File: src/rtl/imem_if.sv
// Instruction-memory fetch port: a single-beat request/acknowledge handshake.
// The fetch unit holds imem_req high with a stable imem_addr until the memory
// returns imem_ack together with the instruction word on imem_rdata.
interface imem_if #(
    parameter int AW = 10
) ();
    logic          imem_req;
    logic [AW-1:0] imem_addr;
    logic          imem_ack;
    logic [15:0]   imem_rdata;

    modport master (
        output imem_req,
        output imem_addr,
        input  imem_ack,
        input  imem_rdata
    );

    modport slave (
        input  imem_req,
        input  imem_addr,
        output imem_ack,
        output imem_rdata
    );
endinterface

File: src/rtl/instr_fetch_unit.sv
// Instruction fetch unit: owns the PC and the instruction register.
// A three-state FSM (IDLE -> FETCH -> EXEC -> FETCH ...) fetches one 16-bit
// instruction at a time, presents its decoded fields while the datapath
// executes, and selects the next PC (stack pop, taken branch, or PC+1) at the
// exec_done edge. There is no prefetch; control and flag inputs only matter
// in EXEC.
module instr_fetch_unit #(
    parameter int            AW       = 10,
    parameter logic [AW-1:0] RESET_PC = {AW{1'b0}}
) (
    input  logic          clk,
    input  logic          rst,
    imem_if.master        imem,
    output logic [5:0]    opcode,
    output logic          RA,
    output logic [1:0]    RA_stack,
    output logic [8:0]    Immediate,
    output logic          ir_valid,
    input  logic          exec_done,
    input  logic          BRA,
    input  logic          COND_BRA,
    input  logic          COND_BRA_REQUIRES_ZERO,
    input  logic          COND_BRA_REQUIRES_NEGATIVE,
    input  logic          COND_BRA_REQUIRES_CARRY,
    input  logic          COND_BRA_REQUIRES_OVERFLOW,
    input  logic          STACK_POP,
    input  logic          PC_select,
    input  logic          flag_z,
    input  logic          flag_n,
    input  logic          flag_c,
    input  logic          flag_v,
    input  logic [AW-1:0] stack_pc,
    output logic [AW-1:0] pc
);

    typedef enum logic [1:0] {
        S_IDLE  = 2'd0,
        S_FETCH = 2'd1,
        S_EXEC  = 2'd2
    } state_t;

    state_t        state_r;
    state_t        state_s;
    logic [AW-1:0] pc_r;
    logic [AW-1:0] pc_s;
    logic [15:0]   ir_r;
    logic [15:0]   ir_s;

    logic          taken_s;
    logic [AW-1:0] pc_inc_s;
    logic [AW-1:0] offset_s;
    logic [AW-1:0] next_pc_s;

    // State, PC and IR registers; asynchronous reset returns to IDLE at RESET_PC.
    always_ff @(posedge clk or negedge rst) begin
        if (!rst) begin
            state_r <= S_IDLE;
            pc_r    <= RESET_PC;
            ir_r    <= 16'h0000;
        end else begin
            state_r <= state_s;
            pc_r    <= pc_s;
            ir_r    <= ir_s;
        end
    end

    // Next-PC selection: a stack pop beats a taken branch, which beats PC+1.
    // The branch offset is the 9-bit immediate sign-extended to AW bits and all
    // arithmetic wraps modulo 2^AW.
    always_comb begin
        taken_s   = ~COND_BRA
                  | (COND_BRA_REQUIRES_ZERO     & flag_z)
                  | (COND_BRA_REQUIRES_NEGATIVE & flag_n)
                  | (COND_BRA_REQUIRES_CARRY    & flag_c)
                  | (COND_BRA_REQUIRES_OVERFLOW & flag_v);
        pc_inc_s  = pc_r + AW'(1'b1);
        offset_s  = AW'($signed(ir_r[8:0]));
        next_pc_s = pc_inc_s;
        if (STACK_POP && PC_select) begin
            next_pc_s = stack_pc;
        end else if (BRA && taken_s) begin
            next_pc_s = pc_inc_s + offset_s;
        end else begin
            next_pc_s = pc_inc_s;
        end
    end

    // FSM next-state logic: capture IR on ack in FETCH, advance PC on exec_done in EXEC.
    always_comb begin
        state_s = state_r;
        pc_s    = pc_r;
        ir_s    = ir_r;
        case (state_r)
            S_IDLE: begin
                state_s = S_FETCH;
            end
            S_FETCH: begin
                if (imem.imem_ack) begin
                    ir_s    = imem.imem_rdata;
                    state_s = S_EXEC;
                end else begin
                    state_s = S_FETCH;
                end
            end
            S_EXEC: begin
                if (exec_done) begin
                    pc_s    = next_pc_s;
                    state_s = S_FETCH;
                end else begin
                    state_s = S_EXEC;
                end
            end
            default: begin
                state_s = S_IDLE;
            end
        endcase
    end

    // Outputs are pure decodes of registers, so reset removes imem_req at once.
    assign imem.imem_req  = (state_r == S_FETCH);
    assign imem.imem_addr = pc_r;
    assign ir_valid       = (state_r == S_EXEC);
    assign pc             = pc_r;
    assign opcode         = ir_r[15:10];
    assign RA             = ir_r[9];
    assign RA_stack       = ir_r[9:8];
    assign Immediate      = ir_r[8:0];

endmodule
File: src/flat_wrapper.sv
// flat-port wrapper written by rule: the top's interface ports become plain ports
module instr_fetch_unit_flat 
#(
    parameter int            AW       = 10,
    parameter logic [AW-1:0] RESET_PC = {AW{1'b0}}
)
  (clk, rst, opcode, RA, RA_stack, Immediate, ir_valid, exec_done, BRA, COND_BRA, COND_BRA_REQUIRES_ZERO, COND_BRA_REQUIRES_NEGATIVE, COND_BRA_REQUIRES_CARRY, COND_BRA_REQUIRES_OVERFLOW, STACK_POP, PC_select, flag_z, flag_n, flag_c, flag_v, stack_pc, pc, imem_imem_req, imem_imem_addr, imem_imem_ack, imem_imem_rdata);
  imem_if #(.AW(AW)) imem_i ();
  input  logic clk;
  input  logic rst;
  output logic [5:0] opcode;
  output logic RA;
  output logic [1:0] RA_stack;
  output logic [8:0] Immediate;
  output logic ir_valid;
  input  logic exec_done;
  input  logic BRA;
  input  logic COND_BRA;
  input  logic COND_BRA_REQUIRES_ZERO;
  input  logic COND_BRA_REQUIRES_NEGATIVE;
  input  logic COND_BRA_REQUIRES_CARRY;
  input  logic COND_BRA_REQUIRES_OVERFLOW;
  input  logic STACK_POP;
  input  logic PC_select;
  input  logic flag_z;
  input  logic flag_n;
  input  logic flag_c;
  input  logic flag_v;
  input  logic [AW-1:0] stack_pc;
  output logic [AW-1:0] pc;
  output wire logic [$bits(imem_i.imem_req)-1:0] imem_imem_req;
  output wire logic [$bits(imem_i.imem_addr)-1:0] imem_imem_addr;
  input wire logic [$bits(imem_i.imem_ack)-1:0] imem_imem_ack;
  input wire logic [$bits(imem_i.imem_rdata)-1:0] imem_imem_rdata;
  assign imem_imem_req = imem_i.imem_req;
  assign imem_imem_addr = imem_i.imem_addr;
  assign imem_i.imem_ack = imem_imem_ack;
  assign imem_i.imem_rdata = imem_imem_rdata;
  instr_fetch_unit #(.AW(AW), .RESET_PC(RESET_PC)) u_core (.clk(clk), .rst(rst), .imem(imem_i), .opcode(opcode), .RA(RA), .RA_stack(RA_stack), .Immediate(Immediate), .ir_valid(ir_valid), .exec_done(exec_done), .BRA(BRA), .COND_BRA(COND_BRA), .COND_BRA_REQUIRES_ZERO(COND_BRA_REQUIRES_ZERO), .COND_BRA_REQUIRES_NEGATIVE(COND_BRA_REQUIRES_NEGATIVE), .COND_BRA_REQUIRES_CARRY(COND_BRA_REQUIRES_CARRY), .COND_BRA_REQUIRES_OVERFLOW(COND_BRA_REQUIRES_OVERFLOW), .STACK_POP(STACK_POP), .PC_select(PC_select), .flag_z(flag_z), .flag_n(flag_n), .flag_c(flag_c), .flag_v(flag_v), .stack_pc(stack_pc), .pc(pc));
endmodule
File: config.mk
export PLATFORM = sky130hd
export DESIGN_NAME = instr_fetch_unit_flat
export DESIGN_NICKNAME = d
export VERILOG_FILES = /design/src/rtl/imem_if.sv /design/src/rtl/instr_fetch_unit.sv /design/src/flat_wrapper.sv
export SDC_FILE = /design/constraint.sdc
export NUM_CORES = 1
export LEC_CHECK = 0
export ABC_AREA = 1
export CELL_PAD_IN_SITES_DETAIL_PLACEMENT = 0
export CELL_PAD_IN_SITES_GLOBAL_PLACEMENT = 1
export CORE_ASPECT_RATIO = 1.2
export CORE_UTILIZATION = 29
export DETAILED_ROUTE_END_ITERATION = 10
export GPL_ROUTABILITY_DRIVEN = 0
export PLACE_DENSITY_LB_ADDON = 0.1
export RECOVER_POWER = 25
export SLEW_MARGIN = 20
export SYNTH_ARGS = -nofsm -noshare
export SYNTH_HDL_FRONTEND = slang
export SYNTH_SLANG_ARGS = --single-unit
File: constraint.sdc
create_clock -name clk -period 3.6 [get_ports clk]
set_input_delay 0.72 -clock clk [delete_from_list [all_inputs] [get_ports clk]]
set_output_delay 0.72 -clock clk [all_outputs]
set_load 0.005 [all_outputs]
**Word-level counts from Yosys, hierarchy flattened**

Index checks and enable logic that the tools add are counted.
Widths: inputs -> output; s select.

- Input port bits: 42
- Output and inout port bits: 40
- Word-level logic and storage cells: 26
- Bits in registers: 28

- Reduce and logical (&&, ||, !) cells: 5
- Add/subtract/negate cells: 2
- Muxes and demuxes: 5
- Equality and inequality tests: 2
- Bitwise logic cells: 9

Operator list:

| cell | number |
|---|---|
| $mux 10 | 2 |
| $add 10x1->10 const B | 1 |
| $add 10x10->10 | 1 |
| $pmux 2 s3 | 1 |
| $and 1x1->1 | 4 |
| $mux 2 | 2 |
| $or 1x1->1 | 4 |
| $reduce_and 2->1 | 2 |
| $eq 2x1->1 const B | 1 |
| $eq 2x2->1 const B | 1 |
| $logic_and 1x1->1 | 2 |
| $logic_not 2->1 | 1 |
| $not 1->1 | 1 |

**Logic depth before layout (Yosys ltp)**

- Word-level depth: 8
- Gate-level depth with buffers: 18
- Gate-level depth less buffers: 18

**Worst setup path before layout**

OpenSTA, ideal clock, no wires.

- Path kind: register to register
- From: register u_core.pc_r[0] (netlist: u_core.imem.imem_addr[0])
- To: register u_core.pc_r[9] (netlist: u_core.imem.imem_addr[9])
- Period minus slack after synthesis: 2.315 ns
- Required time: 3.484 ns
- Cell stages (with the launch flop): 18
- Setup time: 0.116 ns
- Path slack: 1.285 ns
- Path buffers: 0
- Data arrival time: 2.199 ns
- Cells stage by stage: dfrtp_1 -> ha_1 -> nand3_1 -> nor2_1 -> nand2_1 -> o21ai_1 -> inv_1 -> ha_1 -> nand2_1 -> inv_1 -> a21oi_1 -> nand3_1 -> nand2_1 -> nand3_1 -> nand2_1 -> nand3_1 -> nand2_1 -> nand2_1

- Cells in the longest elaborated chain, start to end: 4

Ends and longest elaborated chain:

| item | RTL line | RTL |
|---|---|---|
| start: declaration | instr_fetch_unit.sv:44 | `logic [AW-1:0] pc_r;` |
| start signal: assignment | instr_fetch_unit.sv:62 | `pc_r <= pc_s;` |
| $add 10x1->10 * | instr_fetch_unit.sv:76 | `pc_inc_s = pc_r + AW'(1'b1);` |
| $add 10x10->10 | instr_fetch_unit.sv:82 | `next_pc_s = pc_inc_s + offset_s;` |
| $mux 10 * | instr_fetch_unit.sv:81 | `end else if (BRA && taken_s) begin` |
| $mux 10 * | instr_fetch_unit.sv:79 | `if (STACK_POP && PC_select) begin` |

Mark *: on every way between the ends. The rest lies on a longest branch, timed or not.
A chain may end at the register's enable or synchronous reset.

**Worst setup path after layout**

Same ends and word-level chain as after synthesis.

==> results.py <==
metrics = {
    "logic_synthesis": {
        "synth_top_cells_by_area": "dfrtp_1 (35%), nand2_1 (13%), mux2_2 (8.4%)",
        "ys_types": 31,
        "syn_inst": 258,
        "synth_top_cell_area_share": 0.349,
        "synth_xor_area_frac": 0.0218,
        "synth_fp_nets": 311,
        "synth.area.mux_share": 0.0841,
        "synth_compound_area_frac": 0.123,
        "synth_top_family_by_area": "simple AND/OR/NAND/NOR gates",
        "synth.yosys.seq_area_share": 0.349,
        "avgSynthCellArea_um2": 7.78,
        "ys_ff_latch": 28,
        "ys_warn_count": 0,
        "netlist_area_um2": 2010,
        "yosys.area_share.simple": 0.233,
        "synth_fa_ha_area_frac": 0.0723,
        "synth_largest_area_cell": "dfrtp_1",
    },
    "worst_setup_path": {
        "crit_required_ns": 3.78,
        "critPathLaunchType": "flop",
        "path_class": "flop to flop",
        "cp.arrival_ns": 2.79,
        "path_max_fanout": 9,
        "r2r_setup_slack_ns": 0.99,
        "endpoint_kind": "flop",
    },
    "detailed_routing": {
        "wl_mm": 5.26,
        "wire_per_inst_um": 12.7,
        "vias": 1901,
        "drt_iter0_drc": 84,
        "ant_nets": 0,
        "via_per_inst": 4.60,
        "drc": 0,
        "drtPass1Iterations": 4,
    },
    "layout": {
        "areaGrowthSynthToFinish_pct": 42.6,
        "drive_gt1_frac": 0.0884,
        "postLayoutCoreUtil": 0.436,
        "regArea_um2": 701,
        "design_area_um2": 2860,
        "multi_input_comb_area_um2": 1070,
        "antenna_cells": 0,
        "fill_cells": 719,
        "fin_nets": 383,
        "fin_cells": 413,
    },
    "job": {
        "cap_viol_max_count": 1,
    },
    "clocking": {
        "cts_tree": "built",
        "cts_root_buffer": "clkbuf_8",
        "path_clk_slew_ns": 0.11,
        "cts_sinks": 28,
        "postCtsSetupRepairBufs": 0,
        "ctsResizeCount": 0,
        "cts_buffer_depth": 2,
        "cts-hold-fix-buffers": 0,
        "cts_inserted_buffers": 3,
        "insertion_delay_ns": 0.28,
        "cts-htree-levels": 1,
    },
    "global_routing": {
        "grt-ovfl-total": 0,
        "antenna_found_initial": 0,
        "grtUsageTotal": 0.154,
        "grt_max_degree": 29,
        "grt_pass1_vias": 1870,
        "grt_first_pass_wirelength_mm": 8.85,
    },
    "sta": {
        "fin_crit_sh": 0.724,
        "fmax_mhz": 384,
        "min_period_ns": 2.61,
        "grt_setup_unrepaired": "no",
        "maxSlewHeadroom": -0.0766,
        "setup_violations": 0,
        "final_hold_viol_count": 0,
        "setup_tns_ns": 0,
        "clock_skew_ns": 0.00195,
        "final-max-slew-violation-count": 29,
        "worst_pin_slew_ns": 1.61,
    },
    "placed_design": {
        "dpl_cell_area_um2": 2830,
        "port_buffers": 81,
        "place_inst": 410,
        "dpl.hpwl_mm": 4.15,
    },
    "die": {
        "dieHeight_um": 93.2,
        "die_w_um": 78.0,
        "io_pins": 82,
        "initial_core_util": 0.306,
        "dieArea_um2": 7260,
        "rows": 32,
        "coreArea_um2": 6570,
    },
    "status": {
        "status": "finished, violations left",
        "failed_checks": "capacitance limit, slew limit",
    },
    "pwr": {
        "cellPowerDensity_nw_per_um2": 863,
        "ir_drop_mv": 0.325,
        "leakage_uw": 0.00135,
    },
    "hold_path": {
        "hp-class": "flop to flop",
    },
}
metrics by stage:
step,setup WS (ns),total power (µW),hold slack [ns]
after CTS,0.988,2500,0.520
after detailed placement,1.01,2300,0.494
after floorplan,1.28,1670,0.424
final,0.994,2470,0.514
after global routing,0.703,2730,0.526
after global placement,1.13,2300,0.487
cells by family (layout without fill, tap and decap cells):
logic type | after synthesis | after routing
simple gates | 109 | 109
buf+inv | 48 | 118
compound gates | 42 | 42
flops | 28 | 28
mux | 15 | 15
fa+ha+maj | 11 | 11
xor+xnor | 5 | 5
sequential cells by signal (all words and copies together) (netlist names):
signal and flops:
u_core.imem.imem_addr 10, u_core.ir_r 16, u_core.state_r 2
final timing paths:
path,end,from,cells past startpoint
worst max register to register,u_core.imem.imem_addr[9]$_DFFE_PN0P_,u_core.imem.imem_addr[0]$_DFFE_PN0P_,17
worst max-delay path,u_core.imem.imem_addr[9]$_DFFE_PN0P_,u_core.imem.imem_addr[0]$_DFFE_PN0P_,17
worst min register to register,u_core.ir_r[15]$_DFFE_PN0P_,u_core.ir_r[15]$_DFFE_PN0P_,1
max in group asynchronous,u_core.ir_r[14]$_DFFE_PN0P_,rst,2
min in group asynchronous,u_core.ir_r[15]$_DFFE_PN0P_,rst,2
worst min-delay path,u_core.ir_r[15]$_DFFE_PN0P_,u_core.ir_r[15]$_DFFE_PN0P_,1
critical path: stages, from the launching register on:
cell	delay, ns
dfrtp_1	0.53
ha_1	0.26
nand3_1	0.11
nor2_1	0.16
nand2_1	0.09
o21ai_1	0.17
inv_1	0.06
ha_1	0.31
nand2_1	0.10
inv_1	0.04
a21oi_1	0.20
nand3_1	0.10
nand2_1	0.08
nand3_1	0.07
nand2_1	0.06
nand3_1	0.06
nand2_1	0.07
nand2_1	0.04
per-layer routing:
layer | share of wire | global-route usage | vias to the layer above
met5 | 0 | 0 | -
met4 | 0.0078 | 0.0370 | 0
met3 | 0.035 | 0.0176 | 4
met2 | 0.49 | 0.276 | 46
met1 | 0.46 | 0.196 | 876
li1 | - | - | 975
cell usage after synthesis, drive strengths merged:
library cell and count:
dfrtp 28, fa 1, o211ai 1, mux2 15, o22ai 1, a211oi 1
clkbuf 1, o21ai 12, ha 10, nor2 15, buf 15, nand2 70
a21o 2, xor2 5, nand4 4, inv 32, a22oi 3, o31ai 1
a21oi 19, nand3 19, o21bai 1, a21boi 1, or2 1
power by group:
| part | switching (µW) | internal (µW) | leakage, µW | total (µW) |
|---|---|---|---|---|
| registers | 167 | 466 | 0.000326 | 633 |
| clock network | 111 | 75.6 | 0.0000216 | 186 |
| logic | 793 | 861 | 0.00100 | 1650 |
| total | 1070 | 1400 | 0.00135 | 2470 |
layout by cell type (no fill, tap or decap), types with 2 or more instances in the layout:
cell type,instances
clkdlybuf4s50_1,80
nand2_1,67
inv_1,32
dfrtp_1,28
nand3_1,18
a21oi_1,17
mux2_2,15
nor2_1,13
ha_1,10
o21ai_0,9
xor2_1,5
nand4_1,4
nand2_2,3
a22oi_1,3
clkbuf_8,3
o21ai_1,2
a21o_1,2
a21oi_2,2
final cells by class:
type,instances,share of cell area
flip-flops and latches,28,0.245
clock buffers,3,0.0144
inverters,32,0.0419
well taps,85,0.0371
multi-input cells,182,0.375
repair buffers,83,0.287
Note: power is estimated with default switching activity, not from simulation.
